==> src/rtl/jpeg_output_block_sched.sv <==
// ============================================================================
// jpeg_output_block_sched
// ----------------------------------------------------------------------------
// Steers decoded 8x8 IDCT blocks to the Y store or to the Cb/Cr chroma stores
// following the MCU block order of the latched sampling mode. A block is
// admitted only when its destination store can take all 64 samples. The block
// also sequences the frame: store flush at start, MCU counting, frame done.
//
// Block order per MCU:
//   mono (and reserved mode 3) : Y
//   4:4:4                      : Y, Cb, Cr
//   4:2:0                      : Y, Y, Y, Y, Cb, Cr
//
// Parameters:
//   Y_LEVEL_MAX   Y store capacity in level units
//   CX_BLOCKS     chroma store capacity in blocks
//
// Ports:
//   clk_i, rst_ni            clock, asynchronous active-low reset
//   start_i                  frame start pulse (honoured in IDLE only)
//   img_mode_i[1:0]          0 mono, 1 4:4:4, 2 4:2:0, 3 reserved (mono)
//   frame_mcus_i[15:0]       MCUs in the frame
//   blk_valid_i/blk_ready_o  IDCT sample handshake
//   blk_idx_i, blk_data_i    sample index / sample word
//   blk_last_i               final sample of the block
//   y_push_o, y_idx_o, y_data_o        registered Y store write
//   cb_push_o, cr_push_o               registered chroma store writes
//   cx_idx_o, cx_data_o                shared chroma write index/data
//   y_level_i, cb_level_i, cr_level_i  store occupancy (used in CHECK only)
//   flush_o                  one-cycle flush to all stores at frame start
//   mode420_o                latched 4:2:0 flag
//   mcu_count_o              completed MCUs of the current frame
//   frame_done_o             one-cycle frame completion pulse
//   stall_cycles_o           CHECK cycles without admission
//
// Optional feature:
//   JPEG_BLOCK_SCHED_PERF_EN  builds the saturating stall cycle counter;
//                             when undefined stall_cycles_o is constant 0.
// ============================================================================
module jpeg_output_block_sched #(
    parameter int unsigned Y_LEVEL_MAX = 256,
    parameter int unsigned CX_BLOCKS   = 4
) (
    input  logic        clk_i,
    input  logic        rst_ni,
    input  logic        start_i,
    input  logic [1:0]  img_mode_i,
    input  logic [15:0] frame_mcus_i,
    input  logic        blk_valid_i,
    output logic        blk_ready_o,
    input  logic [5:0]  blk_idx_i,
    input  logic [31:0] blk_data_i,
    input  logic        blk_last_i,
    output logic        y_push_o,
    output logic [5:0]  y_idx_o,
    output logic [31:0] y_data_o,
    output logic        cb_push_o,
    output logic        cr_push_o,
    output logic [5:0]  cx_idx_o,
    output logic [31:0] cx_data_o,
    input  logic [31:0] y_level_i,
    input  logic [31:0] cb_level_i,
    input  logic [31:0] cr_level_i,
    output logic        flush_o,
    output logic        mode420_o,
    output logic [15:0] mcu_count_o,
    output logic        frame_done_o,
    output logic [31:0] stall_cycles_o
);

    // ------------------------------------------------------------------------
    // Encodings
    // ------------------------------------------------------------------------
    localparam logic [2:0] S_IDLE  = 3'd0;
    localparam logic [2:0] S_FLUSH = 3'd1;
    localparam logic [2:0] S_CHECK = 3'd2;
    localparam logic [2:0] S_XFER  = 3'd3;
    localparam logic [2:0] S_GAP   = 3'd4;
    localparam logic [2:0] S_DONE  = 3'd5;

    localparam logic [1:0] MODE_MONO = 2'd0;
    localparam logic [1:0] MODE_444  = 2'd1;
    localparam logic [1:0] MODE_420  = 2'd2;

    localparam logic [1:0] DST_Y  = 2'd0;
    localparam logic [1:0] DST_CB = 2'd1;
    localparam logic [1:0] DST_CR = 2'd2;

    // Space limits, evaluated at elaboration in 33-bit arithmetic so that a
    // level near 2^32 can never wrap into an admission.
    localparam logic [32:0] Y_LIMIT      = 33'(Y_LEVEL_MAX);
    localparam logic [32:0] BLK_COST     = 33'd64;
    localparam logic [32:0] CX_COST_420  = 33'd256;
    localparam logic [32:0] CX_LIMIT_STD = 33'(CX_BLOCKS) * BLK_COST;
    localparam logic [32:0] CX_LIMIT_420 = 33'(CX_BLOCKS) * CX_COST_420;

    // ------------------------------------------------------------------------
    // State
    // ------------------------------------------------------------------------
    logic [2:0]  state_q, state_d;
    logic [1:0]  mode_q;
    logic [15:0] frame_mcus_q;
    logic [2:0]  blk_seq_q;
    logic [15:0] mcu_count_q;

    logic [1:0]  cur_dst;
    logic [2:0]  last_seq;
    logic        has_space;
    logic        beat_acc;
    logic        start_acc;
    logic        frame_end;

    logic [32:0] y_need;
    logic [32:0] cx_need;
    logic [32:0] cx_limit;
    logic [31:0] cx_level;

    assign start_acc = (state_q == S_IDLE) && start_i;
    assign beat_acc  = (state_q == S_XFER) && blk_valid_i;
    // The sequence counter has wrapped to 0 and the MCU count caught up with
    // the frame size only after the very last block of the frame.
    assign frame_end = (mcu_count_q == frame_mcus_q) && (blk_seq_q == 3'd0);

    // ------------------------------------------------------------------------
    // Destination of the current block and last block index of the MCU
    // ------------------------------------------------------------------------
    // NOTE: every signal driven here receives a default before the case
    // statements, so no path can leave it unassigned and infer a latch.
    always_comb begin
        cur_dst  = DST_Y;
        last_seq = 3'd0;
        case (mode_q)
            MODE_444: begin
                last_seq = 3'd2;
                case (blk_seq_q)
                    3'd1:    cur_dst = DST_CB;
                    3'd2:    cur_dst = DST_CR;
                    default: cur_dst = DST_Y;
                endcase
            end
            MODE_420: begin
                last_seq = 3'd5;
                case (blk_seq_q)
                    3'd4:    cur_dst = DST_CB;
                    3'd5:    cur_dst = DST_CR;
                    default: cur_dst = DST_Y;
                endcase
            end
            default: begin
                last_seq = 3'd0;
                cur_dst  = DST_Y;
            end
        endcase
    end

    // ------------------------------------------------------------------------
    // Space check: a chroma block costs a full 256-word quadrant in 4:2:0
    // (the chroma store upsamples it) and a single 64-word quarter otherwise.
    // ------------------------------------------------------------------------
    always_comb begin
        cx_level  = (cur_dst == DST_CB) ? cb_level_i : cr_level_i;
        y_need    = {1'b0, y_level_i} + BLK_COST;
        cx_need   = {1'b0, cx_level} + ((mode_q == MODE_420) ? CX_COST_420 : BLK_COST);
        cx_limit  = (mode_q == MODE_420) ? CX_LIMIT_420 : CX_LIMIT_STD;
        has_space = (cur_dst == DST_Y) ? (y_need <= Y_LIMIT) : (cx_need <= cx_limit);
    end

    // ------------------------------------------------------------------------
    // Next-state logic
    // ------------------------------------------------------------------------
    always_comb begin
        state_d = state_q;
        case (state_q)
            S_IDLE:  if (start_i) state_d = S_FLUSH;
            S_FLUSH: state_d = (frame_mcus_q == 16'd0) ? S_DONE : S_CHECK;
            S_CHECK: if (has_space) state_d = S_XFER;
            S_XFER:  if (blk_valid_i && blk_last_i) state_d = S_GAP;
            S_GAP:   state_d = frame_end ? S_DONE : S_CHECK;
            S_DONE:  state_d = S_IDLE;
            default: state_d = S_IDLE;
        endcase
    end

    // ------------------------------------------------------------------------
    // Control registers
    // ------------------------------------------------------------------------
    // NOTE: sequential state uses non-blocking assignments so every register
    // samples the pre-edge values and the order of statements does not matter.
    always_ff @(posedge clk_i or negedge rst_ni) begin
        if (!rst_ni) begin
            state_q      <= S_IDLE;
            mode_q       <= MODE_MONO;
            frame_mcus_q <= 16'd0;
            blk_seq_q    <= 3'd0;
            mcu_count_q  <= 16'd0;
        end else begin
            state_q <= state_d;
            if (start_acc) begin
                // Reserved mode 3 is folded into mono at latch time so the
                // rest of the block only ever sees three modes.
                mode_q       <= (img_mode_i == 2'd3) ? MODE_MONO : img_mode_i;
                frame_mcus_q <= frame_mcus_i;
                blk_seq_q    <= 3'd0;
                mcu_count_q  <= 16'd0;
            end else if (beat_acc && blk_last_i) begin
                if (blk_seq_q == last_seq) begin
                    blk_seq_q   <= 3'd0;
                    mcu_count_q <= mcu_count_q + 16'd1;
                end else begin
                    blk_seq_q <= blk_seq_q + 3'd1;
                end
            end
        end
    end

    // ------------------------------------------------------------------------
    // Registered store writes: a beat accepted in cycle t is written in t+1.
    // Index/data registers only load on a beat for their own store.
    // ------------------------------------------------------------------------
    always_ff @(posedge clk_i or negedge rst_ni) begin
        if (!rst_ni) begin
            y_push_o  <= 1'b0;
            cb_push_o <= 1'b0;
            cr_push_o <= 1'b0;
            y_idx_o   <= 6'd0;
            y_data_o  <= 32'd0;
            cx_idx_o  <= 6'd0;
            cx_data_o <= 32'd0;
        end else begin
            y_push_o  <= beat_acc && (cur_dst == DST_Y);
            cb_push_o <= beat_acc && (cur_dst == DST_CB);
            cr_push_o <= beat_acc && (cur_dst == DST_CR);
            if (beat_acc && (cur_dst == DST_Y)) begin
                y_idx_o  <= blk_idx_i;
                y_data_o <= blk_data_i;
            end
            if (beat_acc && (cur_dst != DST_Y)) begin
                cx_idx_o  <= blk_idx_i;
                cx_data_o <= blk_data_i;
            end
        end
    end

    // ------------------------------------------------------------------------
    // State-decoded outputs (all decode the registered state, hence 0 in IDLE)
    // ------------------------------------------------------------------------
    assign blk_ready_o  = (state_q == S_XFER);
    assign flush_o      = (state_q == S_FLUSH);
    assign frame_done_o = (state_q == S_DONE);
    assign mode420_o    = (mode_q == MODE_420);
    assign mcu_count_o  = mcu_count_q;

    // ------------------------------------------------------------------------
    // Optional stall cycle counter
    // ------------------------------------------------------------------------
`ifdef JPEG_BLOCK_SCHED_PERF_EN
    logic [31:0] stall_q;

    always_ff @(posedge clk_i or negedge rst_ni) begin
        if (!rst_ni) begin
            stall_q <= 32'd0;
        end else if (start_acc) begin
            stall_q <= 32'd0;
        end else if ((state_q == S_CHECK) && !has_space && (stall_q != 32'hFFFF_FFFF)) begin
            stall_q <= stall_q + 32'd1;
        end
    end

    assign stall_cycles_o = stall_q;
`else
    assign stall_cycles_o = 32'd0;
`endif

endmodule

==> config.mk <==
export PLATFORM = sky130hd
export DESIGN_NAME = jpeg_output_block_sched
export DESIGN_NICKNAME = d
export VERILOG_FILES = /design/src/rtl/jpeg_output_block_sched.sv
export SDC_FILE = /design/constraint.sdc
export NUM_CORES = 1
export LEC_CHECK = 0
export CORE_ASPECT_RATIO = 0.7
export CORE_UTILIZATION = 44
export CTS_BUF_LIST = sky130_fd_sc_hd__clkbuf_8 sky130_fd_sc_hd__clkbuf_16
export DETAILED_ROUTE_END_ITERATION = 7
export GPL_TIMING_DRIVEN = 0
export PLACE_DENSITY_LB_ADDON = 0.2
export REMOVE_ABC_BUFFERS = 1
export SETUP_SLACK_MARGIN = 0.1
export SLEW_MARGIN = 25
export SYNTH_ARGS = -nofsm -noshare
export SYNTH_HDL_FRONTEND = slang
export SYNTH_SLANG_ARGS = --single-unit
==> constraint.sdc <==
create_clock -name clk_i -period 4.6 [get_ports clk_i]
set_input_delay 0.69 -clock clk_i [delete_from_list [all_inputs] [get_ports clk_i]]
set_output_delay 0.69 -clock clk_i [all_outputs]
set_load 0.1 [all_outputs]
==> results.py, run 1 <==
metrics = {
    "timing": {
        "hold_viol": 0,
        "fin_worst_skew_ps": 11.37,
        "hold_ws_ps": 188.7,
        "setup_viol": 0,
        "finalSetupTns_ps": 0,
        "max_freq_ghz": 0.2374,
        "min_period_ps": 4213,
        "rsz0062_at_grt": "false",
        "final_max_slew_viol_count": 0,
        "slew_headroom": 0.3047,
        "tightest_slew_ps": 1040,
        "setup_slack_ps": 387.4,
        "timing.final.crit_share": 0.9158,
    },
    "layout": {
        "area_growth_pct": 49.09,
        "drive_gt1_frac": 0.1533,
        "fillerInstances": 1287,
        "seq_area_um2": 2978,
        "antenna_cells": 0,
        "multi_input_area_um2": 3814,
        "final_area_um2": 10400,
        "nNetsFinal": 1142,
    },
    "power_and_ir_drop": {
        "ir_drop_v": 0.0005026,
        "power_density_nw_per_um2": 739.5,
        "finalPower_mw": 7.692,
        "total_leakage_power_nw": 4.403,
    },
    "drt": {
        "first_iter_violations": 458,
        "routedWlPerCell_um": 17.77,
        "drc": 19,
        "vias": 6373,
        "ant_nets": 0,
        "routed_via_density": 5.378,
        "wirelength_um": 21060,
        "firstDrtPassIters": 8,
    },
    "floorplan": {
        "io_pins": 288,
        "start_util": 0.4501,
        "design.die.area_um2": 16370,
        "die_w_um": 152.5,
        "core_um2": 15500,
        "std_cell_rows": 38,
        "die_h_um": 107.4,
    },
    "synthesis": {
        "synth_top_area_share": 0.4268,
        "syn_area_um2": 6977,
        "synthAdderAreaFrac": 0.02331,
        "async_flop_share": 1.000,
        "synth_cell_types": 68,
        "seq_area_frac_synth": 0.4268,
        "synth-simple-area-share": 0.2012,
        "syn_inst": 707,
        "synth-compound-area-share": 0.09648,
        "synth_top_cell_by_area": "dfrtp_1",
        "synth.ff_latch_count": 119,
        "ys_warn_count": 0,
        "synth_top_cells_by_area": "dfrtp_1 (43%), mux2_2 (13%), nand2_1 (5.4%)",
        "avgSynthCellArea_um2": 9.868,
        "synth_xor_xnor_area_share": 0.05649,
        "synth_top_family_by_area": "simple AND/OR/NAND/NOR gates",
        "synthMuxAreaShare": 0.1392,
        "postSynth.topFlopCell": "dfrtp_1",
        "synth-edff-count": 0,
    },
    "critical_path": {
        "cp_common_cell": "ha_1",
        "worstPathRequired_ps": 4890,
        "crit_slowest_cell": "dfrtp_1",
        "cp-end-kind": "register",
        "cp_max_fo": 14,
        "crit_type": "register to register",
        "start_kind": "register",
        "cp.arrival_ps": 4510,
        "max_stage_delay_ps": 430,
        "crit_chain": "inv_1 -> ha_1 -> nand3_2 -> a21o_4 -> nor2_4 -> nand2_1 -> nand2_1 -> ha_1 -> ha_1 -> a21o_1 -> nand2_1 -> xor2_1 -> o21ai_0 -> ha_1 -> or2_2 -> a2111oi_4 -> o2111ai_1 -> o31ai_1",
    },
    "clock_network": {
        "cts_tree": "yes",
        "cts-buffers-inserted": 17,
        "htreeDepth": 4,
        "cts_max_path_buffers": 2,
        "insertion_delay_ps": 410,
        "cts_sinks": 119,
        "clk_pin_slew_ps": 60,
        "cts-root-buf": "clkbuf_16",
    },
    "placed_design": {
        "portBuffers": 255,
        "place_worst_setup_slack_ps": -515.9,
        "post_dp_cell_area_um2": 9673,
        "gp_congestion": 0.9765,
        "hpwl_um": 16070,
    },
    "run": {
        "drv_cap": 0,
    },
    "global_route": {
        "gr-total-overflow": 0,
        "grt_pass1_vias": 5911,
        "grt_max_degree": 68,
        "groute.usage.overall": 0.2574,
        "grt_pass1_wl_um": 32570,
        "grt_antenna_before_repair": 0,
    },
    "outcome": {
        "status": "finished, violations left",
        "violations": "design-rule violations",
    },
    "min_path": {
        "hp-class": "input port to async pin",
    },
}
-- registers in the layout (all words and copies together) (netlist names) --
signal        count
y_data_o         32
mcu_count_o      16
blk_seq_q         3
y_push_o          1
mode_q            2
y_idx_o           6
cx_idx_o          6
cx_data_o        32
cr_push_o         1
frame_mcus_q     16
cb_push_o         1
state_q           3
-- through the flow --
stage                     utilization  std cells
after floorplan                     -        683
after global placement         0.6159       1138
after detailed placement       0.6241       1144
after CTS                      0.6657       1180
after global routing           0.6711       1185
final                          0.6711       1185
-- logic make-up (layout without fill, tap and decap cells) --
logic type                 count (synthesis)  in the layout
and+or+nand+nor                          282            282
buffers and inverters                     66            313
AOI/OAI and AO/OA                         94             94
DFF                                      119            119
adders and majority gates                 13             13
muxes                                     87             87
other                                      1             32
xor gates and xnor gates                  45             45
-- Yosys cell counts, drive strengths merged, types with 8 or more instances --
cell	n
nand4	24
nand2	101
xor2	31
dfrtp	119
inv	11
buf	43
ha	13
nor4	23
nor3	19
mux2	80
o21ai	24
clkbuf	12
or4	8
nor2	46
nand3	32
xnor2	14
a21oi	16
-- final timing paths --
kind                         startpoint              end  slack [ps]  cells after the start
setup / recovery           blk_seq_q[0]       state_q[0]         390                     18
hold / removal                   rst_ni     y_data_o[21]         190                      1
setup reg to reg           blk_seq_q[0]       state_q[0]         390                     18
hold reg to reg            cx_data_o[3]     cx_data_o[3]         500                      1
max in group asynchronous        rst_ni  frame_mcus_q[0]        3730                      2
min in group clk_i         cx_data_o[3]     cx_data_o[3]         500                      1
-- cell type report --
type | instances | share of cell area
Multi-Input combinational cell | 553 | 0.3667
Sequential cell | 119 | 0.2863
Clock inverter | 15 | 0.01612
Timing Repair Buffer | 270 | 0.2620
Inverter | 11 | 0.003970
Clock buffer | 17 | 0.04090
Tap cell | 200 | 0.02406
-- critical path, delay by kind of cell, from the launching register on --
kind,cells,cell delay (ps)
simple gates,6,920
buf+inv,1,140
fa+ha+maj,4,940
xor+xnor,1,150
compound gates,6,1510
flops,1,430
-- repair_timing --
action	in CTS	in global routing
hold buffers	0	0
setup endpoints to repair	1	1
resized for setup	6	7
setup buffers	4	5
pin swaps	1	2
-- layout by cell type (no fill, tap or decap), types with 12 or more instances in the layout --
cell and instances:
a21oi_1 13, clkbuf_16 17, clkdlybuf4s50_1 254, conb_1 32
dfrtp_1 119, ha_1 12, inv_1 12, mux2_2 80
nand2_1 99, nand3_1 31, nand4_1 24, nor2_1 44
nor3_1 16, nor4_1 22, o21ai_0 22, xnor2_1 14
xor2_1 31
-- per-layer routing --
layer | part of all wire | up-vias | global-route usage
met1 | 0.45 | 3049 | 0.3674
met2 | 0.47 | 259 | 0.4088
met3 | 0.073 | 12 | 0.04750
met4 | 0.0069 | 0 | 0.05339
met5 | 0 | - | 0
li1 | - | 3053 | -
-- where the power goes --
group	leakage (nW)	total, mW	internal, mW	switching, mW
clock	0.290	1.34	0.812	0.528
sequential	1.54	1.74	1.46	0.283
combinational	2.58	4.61	1.21	3.40
(Power assumes the default switching activity.)
==> inputs of run 2 (changes only) <==
- ABC_CLOCK_PERIOD_IN_PS: default -> 4600
==> results of run 2 <==
No change in the layout: final DEF, timing and power equal those of run 1.
==> inputs of run 3 (changes only) <==
- PLACE_DENSITY: default -> 0.82
- PLACE_DENSITY_LB_ADDON: 0.2 -> default
==> results.py, run 3 (synthesized netlist as in run 1, its figures left out) <==
metrics = {
    "layout": {
        "area_growth_pct": 48.89,
        "layout_common_cells": "clkdlybuf4s50_1 (254), dfrtp_1 (119), nand2_1 (99)",
        "fillerInstances": 1172,
        "drive_gt1_frac": 0.1535,
        "stdcell_count": 1184,
        "layout_commonest_cell": "clkdlybuf4s50_1",
        "nNetsFinal": 1141,
        "largest_registers": "cx_data_o (32), y_data_o (32)",
        "antenna_cells": 0,
    },
    "global_route": {
        "grt_pass1_wl_um": 34700,
        "grt_antenna_before_repair": 0,
        "grt_pass1_vias": 6295,
        "gr-total-overflow": 0,
        "grt_max_degree": 76,
        "groute.usage.overall": 0.2769,
    },
    "drt": {
        "first_iter_violations": 519,
        "drc": 19,
        "vias": 6684,
        "routed_via_density": 5.645,
        "ant_nets": 0,
        "wirelength_um": 22760,
        "routedWlPerCell_um": 19.22,
        "firstDrtPassIters": 7,
    },
    "timing": {
        "rsz0062_at_grt": "false",
        "setup_viol": 0,
        "hold_viol": 0,
        "slew_headroom": 0.2857,
        "timing.final.crit_share": 0.9099,
        "tightest_slew_ps": 1068,
        "max_freq_ghz": 0.2389,
        "min_period_ps": 4185,
        "finalSetupTns_ps": 0,
        "fin_worst_skew_ps": 11.93,
        "final_max_slew_viol_count": 0,
    },
    "critical_path": {
        "worstPathRequired_ps": 4920,
        "r2r-end": "state_q[0]",
        "cp_common_cell": "ha_1",
        "cp.buffers_inverters": 1,
        "reg2reg_depth": 18,
        "cp-end-kind": "register",
        "crit_family": "compound AO/OA/AOI/OAI gates",
        "cp_max_fo": 14,
        "crit_type": "register to register",
        "startpoint": "blk_seq_q[0]",
        "crit_slowest_cell": "dfrtp_1",
        "cp.arrival_ps": 4500,
        "start_kind": "register",
        "reg2reg_from": "blk_seq_q[0]",
        "crit_chain": "inv_1 -> ha_1 -> nand3_2 -> a21o_4 -> nor2_4 -> nand2_1 -> nand2_1 -> ha_1 -> ha_1 -> a21o_1 -> nand2_1 -> xor2_1 -> o21ai_0 -> ha_1 -> or2_2 -> a2111oi_1 -> o2111ai_1 -> o31ai_1",
        "reg2reg_slack_ps": 410,
        "max_stage_delay_ps": 440,
    },
    "clock_network": {
        "clk_pin_slew_ps": 60,
        "cts_max_path_buffers": 2,
        "cts_sinks": 119,
        "cts-root-buf": "clkbuf_16",
        "cts_tree": "yes",
        "cts-buffers-inserted": 17,
        "insertion_delay_ps": 410,
        "cts_hold_buf": 0,
        "htreeDepth": 4,
    },
    "placed_design": {
        "portBuffers": 255,
        "hpwl_um": 16800,
        "place_inst": 1143,
        "gp_congestion": 0.9487,
    },
    "power_and_ir_drop": {
        "power.share.combinational": 0.600,
        "power_density_nw_per_um2": 742.4,
        "power.internal_mw": 3.510,
        "ir_drop_v": 0.0007424,
        "p_sw_mw": 4.202,
        "power_frac_seq": 0.229,
        "total_leakage_power_nw": 4.400,
        "clkPwrFrac": 0.171,
        "swShare": 0.5449,
        "finalPower_mw": 7.711,
    },
    "run": {
        "drv_cap": 0,
    },
    "outcome": {
        "violations": "design-rule violations",
        "status": "finished, violations left",
    },
    "floorplan": {
        "std_cell_rows": 38,
        "start_util": 0.4501,
        "design.die.area_um2": 16370,
        "die_h_um": 107.4,
        "io_pins": 288,
        "core_um2": 15500,
        "die_w_um": 152.5,
    },
    "min_path": {
        "hp-class": "input port to async pin",
    },
}
==> run 3: changes by cell type in the layout (fill, tap and decap cells not counted), sizes merged <==
cell / delta
buf: -2
clkbuf: +3
clkinv: +4
clkinvlp: -1
inv: -6
nand2: +1
==> run 3: worst reg2reg max path: cells and delay by family, from the launching register on <==
family / cells / cell delay (ps)
fa+ha+maj: 4 / 980
flops: 1 / 440
buf+inv: 1 / 150
compound gates: 6 / 1530
xor+xnor: 1 / 140
simple gates: 6 / 870
==> run 3: worst max path at each step <==
stage                      end  cells past startpoint
finish              state_q[0]                     18
global route        state_q[0]                     18
CTS                 state_q[0]                     19
detailed placement  state_q[0]                     19
global placement    y_idx_o[0]                      1
floorplan           state_q[0]                     19
==> run 3: layout make-up <==
cell class                 count  area [um2]  share of cell area
sequential                   119        2978              0.2867
timing repair buffer         268        2715              0.2614
inverter                      11       41.29            0.003975
tap                          200       250.2             0.02409
clock inverter                12       126.4             0.01217
clock buffer                  20       466.7             0.04493
multi-input combinational    554        3810              0.3668
==> run 3: power by group through the flow <==
stage	clock network (mW)	registers [mW]	logic [mW]
3_5_place_dp	0	1.76	4.57
2_1_floorplan	0	4.06	1.08
3_3_place_gp	0	1.73	4.50
5_1_grt	1.39	1.82	4.79
6_report	1.32	1.76	4.63
4_1_cts	1.34	1.76	4.60
==> run 3: stage by stage <==
| stage | hold WS [ps] | cell area, um2 | utilization | worst slack, ps |
|---|---|---|---|---|
| global placement | 485.8 | 9547 | 0.6159 | -1753 |
| detailed placement | 492.1 | 9669 | 0.6238 | -418.6 |
| floorplan | 394.4 | 6744 | - | -344.1 |
| finish | 161.2 | 10390 | 0.6702 | 414.5 |
| global route | 180.2 | 10390 | 0.6702 | 120.9 |
| CTS | 167.6 | 10300 | 0.6647 | 147.2 |
==> run 3: timing repair <==
action / 4_1_cts / 5_1_grt
buffers inserted: 3 / 5
pin swaps: 1 / 3
setup endpoints to repair: 1 / 1
cloned: 0 / 1
gates resized for setup: 4 / 8
==> run 3: routing by layer <==
metal	global-route usage	routed length, um	vias to the layer above
met5	0	0	-
met4	0.07937	406	0
met3	0.06441	2008	31
met2	0.4556	10670	333
met1	0.3668	9674	3254
li1	-	-	3066
